$ cat config.mk
export PLATFORM = sky130hd
export DESIGN_NAME = hazard_controller
export DESIGN_NICKNAME = d
export VERILOG_FILES = /design/src/rtl/hazard_pkg.sv /design/src/rtl/hazard_controller_if.sv /design/src/rtl/forwarding_unit.sv /design/src/rtl/hazard_controller.sv
export SDC_FILE = /design/constraint.sdc
export NUM_CORES = 1
export LEC_CHECK = 0
export ABC_CLOCK_PERIOD_IN_PS = 2400
export BUFFER_PORTS_ARGS = -buffer_cell sky130_fd_sc_hd__buf_2
export CORE_MARGIN = 2
export CORE_UTILIZATION = 47
export DETAILED_ROUTE_END_ITERATION = 7
export GPL_TIMING_DRIVEN = 0
export PLACE_DENSITY = 0.86
export SLEW_MARGIN = 20
export SYNTH_ARGS = -nofsm -noshare
export SYNTH_HDL_FRONTEND = slang
export SYNTH_SLANG_ARGS = --single-unit
$ cat constraint.sdc
create_clock -name clk -period 2.4 [get_ports clk]
set_clock_uncertainty 0.15 [all_clocks]
set_input_delay 0 -clock clk [delete_from_list [all_inputs] [get_ports clk]]
set_output_delay 0 -clock clk [all_outputs]
set_load 0.005 [all_outputs]
$ cat src/rtl/hazard_pkg.sv
// Shared types and encodings for the pipeline hazard controller.
package hazard_pkg;

    typedef enum logic [1:0] {
        RUN   = 2'd0,
        DWAIT = 2'd1,
        IWAIT = 2'd2
    } state_e;

    localparam logic [1:0] RESULTSRC_LOAD = 2'b01;

    localparam logic [1:0] FWD_REG = 2'b00;
    localparam logic [1:0] FWD_W   = 2'b01;
    localparam logic [1:0] FWD_M   = 2'b10;

endpackage

$ cat src/rtl/hazard_controller_if.sv
// Per-operand forwarding bus: E-stage source plus the M/W writers it may bypass from.
interface hazard_controller_if #(
    parameter int READ_DATA_WIDTH = 5
);
    logic [READ_DATA_WIDTH-1:0] rs_e;
    logic [READ_DATA_WIDTH-1:0] rd_m;
    logic [READ_DATA_WIDTH-1:0] rd_w;
    logic                       regwrite_m;
    logic                       regwrite_w;
    logic [1:0]                 forward;

    modport master (
        output rs_e, rd_m, rd_w, regwrite_m, regwrite_w,
        input  forward
    );

    modport slave (
        input  rs_e, rd_m, rd_w, regwrite_m, regwrite_w,
        output forward
    );
endinterface

$ cat src/rtl/forwarding_unit.sv
// Operand bypass select for one E-stage source; the younger M-stage writer wins over W.
module forwarding_unit
    import hazard_pkg::*;
(
    hazard_controller_if.slave fwd
);

    always_comb begin
        fwd.forward = FWD_REG;
        if (fwd.regwrite_m && (fwd.rd_m != '0) && (fwd.rd_m == fwd.rs_e)) begin
            fwd.forward = FWD_M;
        end else if (fwd.regwrite_w && (fwd.rd_w != '0) && (fwd.rd_w == fwd.rs_e)) begin
            fwd.forward = FWD_W;
        end
    end

endmodule

$ cat src/rtl/hazard_controller.sv
// Pipeline hazard controller: cache-miss stalls, branch flushes, load-use bubbles,
// operand forwarding and stall/miss performance counters.
module hazard_controller
    import hazard_pkg::*;
#(
    parameter int DATA_WIDTH      = 32,
    parameter int READ_DATA_WIDTH = 5,
    parameter int SRC_WIDTH       = 2,
    parameter int CNT_WIDTH       = 16
)(
    input  logic                       clk,
    input  logic                       rst,
    input  logic [READ_DATA_WIDTH-1:0] Rs1_d,
    input  logic [READ_DATA_WIDTH-1:0] Rs2_d,
    input  logic [READ_DATA_WIDTH-1:0] Rs1_e,
    input  logic [READ_DATA_WIDTH-1:0] Rs2_e,
    input  logic [READ_DATA_WIDTH-1:0] Rd_e,
    input  logic [READ_DATA_WIDTH-1:0] Rd_m,
    input  logic [READ_DATA_WIDTH-1:0] Rd_w,
    input  logic                       RegWrite_m,
    input  logic                       RegWrite_w,
    input  logic [SRC_WIDTH-1:0]       ResultSrc_e,
    input  logic                       PCSrc_e,
    input  logic                       dmiss_m,
    input  logic                       dready,
    input  logic                       imiss_f,
    input  logic                       iready,
    output logic                       en_f,
    output logic                       en_d,
    output logic                       en_e,
    output logic                       en_m,
    output logic                       flush_n_d,
    output logic                       flush_n_e,
    output logic                       flush_n_m,
    output logic                       flush_n_w,
    output logic                       iabort,
    output logic [1:0]                 ForwardA_e,
    output logic [1:0]                 ForwardB_e,
    output logic [CNT_WIDTH-1:0]       stall_cycles,
    output logic [CNT_WIDTH-1:0]       dmiss_count,
    output state_e                     state_dbg
);

    if (READ_DATA_WIDTH > DATA_WIDTH) begin : g_width_check
        $error("hazard_controller: READ_DATA_WIDTH exceeds DATA_WIDTH");
    end

    state_e               state_q, state_d;
    logic [CNT_WIDTH-1:0] stall_cycles_q, stall_cycles_d;
    logic [CNT_WIDTH-1:0] dmiss_count_q, dmiss_count_d;
    logic                 dmiss_start;
    logic                 load_use;

    hazard_controller_if #(.READ_DATA_WIDTH(READ_DATA_WIDTH)) fwd_a ();
    hazard_controller_if #(.READ_DATA_WIDTH(READ_DATA_WIDTH)) fwd_b ();

    assign fwd_a.rs_e       = Rs1_e;
    assign fwd_a.rd_m       = Rd_m;
    assign fwd_a.rd_w       = Rd_w;
    assign fwd_a.regwrite_m = RegWrite_m;
    assign fwd_a.regwrite_w = RegWrite_w;
    assign fwd_b.rs_e       = Rs2_e;
    assign fwd_b.rd_m       = Rd_m;
    assign fwd_b.rd_w       = Rd_w;
    assign fwd_b.regwrite_m = RegWrite_m;
    assign fwd_b.regwrite_w = RegWrite_w;

    forwarding_unit u_fwd_a (.fwd(fwd_a.slave));
    forwarding_unit u_fwd_b (.fwd(fwd_b.slave));

    assign ForwardA_e = fwd_a.forward;
    assign ForwardB_e = fwd_b.forward;

    assign load_use = (ResultSrc_e == SRC_WIDTH'(RESULTSRC_LOAD)) && (Rd_e != '0) &&
                      ((Rd_e == Rs1_d) || (Rd_e == Rs2_d));

    // dready/iready are single-cycle refill-done pulses; they only act in the
    // state waiting for them and are dropped anywhere else.
    always_comb begin
        state_d     = state_q;
        en_f        = 1'b1;
        en_d        = 1'b1;
        en_e        = 1'b1;
        en_m        = 1'b1;
        flush_n_d   = 1'b1;
        flush_n_e   = 1'b1;
        flush_n_m   = 1'b1;
        flush_n_w   = 1'b1;
        iabort      = 1'b0;
        dmiss_start = 1'b0;
        if (rst) begin
            state_d   = RUN;
            flush_n_d = 1'b0;
            flush_n_e = 1'b0;
            flush_n_m = 1'b0;
            flush_n_w = 1'b0;
        end else begin
            unique case (state_q)
                RUN: begin
                    if (dmiss_m) begin
                        state_d     = DWAIT;
                        dmiss_start = 1'b1;
                        {en_f, en_d, en_e, en_m} = 4'b0000;
                        flush_n_w   = 1'b0;
                    end else if (PCSrc_e) begin
                        flush_n_d = 1'b0;
                        flush_n_e = 1'b0;
                    end else if (imiss_f) begin
                        state_d   = IWAIT;
                        en_f      = 1'b0;
                        flush_n_d = 1'b0;
                    end else if (load_use) begin
                        en_f      = 1'b0;
                        en_d      = 1'b0;
                        flush_n_e = 1'b0;
                    end
                end
                DWAIT: begin
                    if (dready) begin
                        state_d = RUN;
                    end else begin
                        {en_f, en_d, en_e, en_m} = 4'b0000;
                        flush_n_w = 1'b0;
                    end
                end
                IWAIT: begin
                    // The pending fetch miss is dropped here and re-raised by imiss_f later.
                    if (dmiss_m) begin
                        state_d = DWAIT;
                        {en_f, en_d, en_e, en_m} = 4'b0000;
                        flush_n_w = 1'b0;
                    end else if (PCSrc_e) begin
                        state_d   = RUN;
                        iabort    = 1'b1;
                        flush_n_d = 1'b0;
                        flush_n_e = 1'b0;
                    end else if (iready) begin
                        state_d = RUN;
                    end else begin
                        en_f      = 1'b0;
                        flush_n_d = 1'b0;
                    end
                end
                default: state_d = RUN;
            endcase
        end
    end

    always_comb begin
        stall_cycles_d = stall_cycles_q;
        dmiss_count_d  = dmiss_count_q;
        if (!en_f && (stall_cycles_q != '1)) begin
            stall_cycles_d = stall_cycles_q + CNT_WIDTH'(1);
        end
        if (dmiss_start && (dmiss_count_q != '1)) begin
            dmiss_count_d = dmiss_count_q + CNT_WIDTH'(1);
        end
    end

    always_ff @(posedge clk) begin
        if (rst) begin
            state_q        <= RUN;
            stall_cycles_q <= '0;
            dmiss_count_q  <= '0;
        end else begin
            state_q        <= state_d;
            stall_cycles_q <= stall_cycles_d;
            dmiss_count_q  <= dmiss_count_d;
        end
    end

    assign stall_cycles = stall_cycles_q;
    assign dmiss_count  = dmiss_count_q;
    assign state_dbg    = state_q;

endmodule

==> reports/metrics.csv <==
metric,value,unit
io_pins,93,
cts_max_level,2,
drc,0,
p_int,0.897,mW
finalHoldViolations,0,
power_switching_share,0.266,
cts_root_buf,clkbuf_8,
antenna_found_initial,0,
layout_min_cycle_time,2.23,ns
io_buffers,91,
drt-initial-drc-count,45,
path_cells,dlygate4sd3_1 > buf_2 > or2_1 > o211ai_1 > a211oi_1 > a21oi_1 > buf_4 > buf_4 > mux2i_1 > nor2_1,
cts_inserted_buffers,5,
placed_cells,406,
dpl_cell_area,2630,um2
cp_max_fo,10,
synth.largest_area_cell,dfxtp_1,
worst_skew_pair.late_latency,0.29,ns
syn_area_per_cell,8.01,um2
start_util,0.487,
drv_cap,0,
ys.flop_type,dfxtp_1,
status,"finished, final reports clean",
synthDistinctLibCells,41,
finalSetupTns,0,ns
synth.area.top_cells,"dfxtp_1 (32%), xor2_1 (11%), xnor2_1 (7.9%)",
slowest_stage,dlygate4sd3_1,
cpPeakStageDelay,0.54,ns
grt_pass1_wl,9.00,mm
synth_enable_flop_cells,0,
grt.total_usage,0.221,
grt_start_max_net_pins,11,
finalNetCount,410,
yosysMostFrequentCell,dfxtp_1,
worstPathArrival,2.24,ns
place.detailed.hpwl,4.37,mm
timing.critical_path.mode_cell,buf_4,
core,4320,um2
vias_per_cell,5.53,
hold_path.class,input pin to flip-flop,
worst_setup_path_start_kind,input pin,
path_class,input pin to flip-flop,
p_leak,1.14,nW
synth_top_area_frac,0.323,
relSlewSlack,0.593,
reg2reg_from,state_dbg[0],
ys_ff_latch,34,
wl_per_cell,13.7,um
fp.dieW,70.9,um
ir_drop,0.381,mV
setup-violations-final,0,
required,2.41,ns
num_antenna_cells,0,
power_frac_comb,0.177,
r2r-end,stall_cycles[1],
fin_cells,413,
drt-total-wl,5.67,mm
cts_sinks,34,
cts_tree,done,
rsz0062_at_grt,false,
power_density,446,nW/um2
clkPwrFrac,0.347,
synthesis.nets,311,
gp_congestion,0.890,
clock_path_buffers,2,
first_global_vias,1970,
synth_common_cells,"dfxtp_1 (34), xor2_1 (26), nor2_1 (24)",
syn-cell-area,2110,um2
drtAntennaViolNets,0,
core.rowCount,24,
vias,2282,
drive_gt1_frac,0.291,
maxSlewViolCount,0,
ff2ff_setup_slack,0.18,ns
p_seq_frac,0.476,
hold-path-endpoint,state_dbg[0],
worst_slew_pin_slew,0.605,ns
ys_warn_count,0,
syn2layout_area_growth,30.1,%
grt.overflow.total,0,
worst-r2r-cell-count,8,
fmax,449,MHz
stdcell_area,2740,um2
die_area,5030,um2
clkTransAtPathRegs,0.06,ns
hold_start,dready,
synth.yosys.seq_area_share,0.323,
fin_crit_sh,0.928,
ys_async_sr_fraction,0,
holdPathStages,4,
syn_inst,263,
cp-end-kind,flip-flop,
fp.dieH,70.9,um
dr.pass1.iters,4,
p_sw,0.324,mW
==> power by group through the flow <==
stage	combinational, mW	clock, mW	sequential [mW]
final	0.216	0.423	0.582
after global routing	0.240	0.447	0.583
after CTS	0.217	0.427	0.582
after detailed placement	0.212	0	0.594
after global placement	0.207	0	0.594
after floorplan	0.118	0	0.594
==> worst max-delay path: cells and delay by family <==
family / cells / cell delay, ns
muxes: 1 / 0.19
and+or+nand+nor: 2 / 0.33
AOI/OAI and AO/OA: 3 / 0.63
buffers and inverters: 4 / 1.08
==> final cells by class <==
cell class | count | area (um2)
Buffer | 8 | 48.8
Clock buffer | 6 | 82.6
Fill cell | 388 | 1590
Inverter | 9 | 33.8
Multi-Input combinational cell | 210 | 1340
Sequential cell | 34 | 681
Tap cell | 52 | 65.1
Timing Repair Buffer | 94 | 485
==> cell usage in the layout, fill, tap and decap left out, types with 7 or more instances in the layout <==
cell,synthesis,layout
xor2_1,26,26
nor2_1,24,24
nand3_1,13,13
nor4_1,7,7
or3_1,7,7
nand4_1,9,9
xnor2_1,19,19
o21ai_0,10,10
inv_1,9,9
buf_2,0,91
dfxtp_1,34,34
or4_1,9,9
a21oi_1,18,18
nand2_1,21,21
==> flip-flops by register name, indices dropped and copies added (netlist names) <==
| signal | cells |
|---|---|
| dmiss_count | 16 |
| state_dbg | 2 |
| stall_cycles | 16 |
==> repair_timing <==
action,in CTS,in global routing
endpoints found under the hold margin,2,0
pin swaps,0,0
setup endpoints to repair,2,8
hold buffers,3,0
cloned,0,0
buffers inserted,0,0
resized for setup,0,2
==> worst max-delay path by stage <==
| stage | from | endpoint | cells after the start |
|---|---|---|---|
| after floorplan | state_dbg[0] | stall_cycles[13] | 7 |
| after global routing | state_dbg[0] | stall_cycles[15] | 6 |
| final | dmiss_m | stall_cycles[1] | 10 |
| after detailed placement | stall_cycles[0] | stall_cycles[1] | 9 |
| after global placement | stall_cycles[0] | stall_cycles[1] | 9 |
| after CTS | stall_cycles[0] | stall_cycles[1] | 8 |
==> layer usage <==
metal	global-route usage	part of all wire	routed length, um	vias to the layer above
met5	0	0	0	-
met4	0.0734	0.017	94	0
met3	0.0456	0.074	420	7
met2	0.377	0.47	2690	85
met1	0.278	0.44	2470	1046
li1	-	-	-	1144
==> kinds of logic (layout without fill, tap and decap cells) <==
family          count (synthesis)  in the layout  synth area share
compound gates                 51             51             0.151
xor+xnor                       45             45             0.187
fa+ha+maj                       2              2            0.0119
buf+inv                        19            117            0.0428
flops                          34             34             0.323
mux                             2              2           0.00951
simple gates                  110            110             0.275
==> per-stage QoR <==
step	utilization	power, mW	hold slack (ns)	setup WS, ns
global route	0.633	1.27	0.0685	0.0381
floorplan	-	0.712	-0.0731	0.269
finish	0.633	1.22	0.0191	0.174
global placement	0.607	0.802	0.0801	0.0164
detailed placement	0.607	0.806	0.0895	-0.0187
CTS	0.633	1.23	0.0106	0.0878
Note: power is estimated with default switching activity, not from simulation.
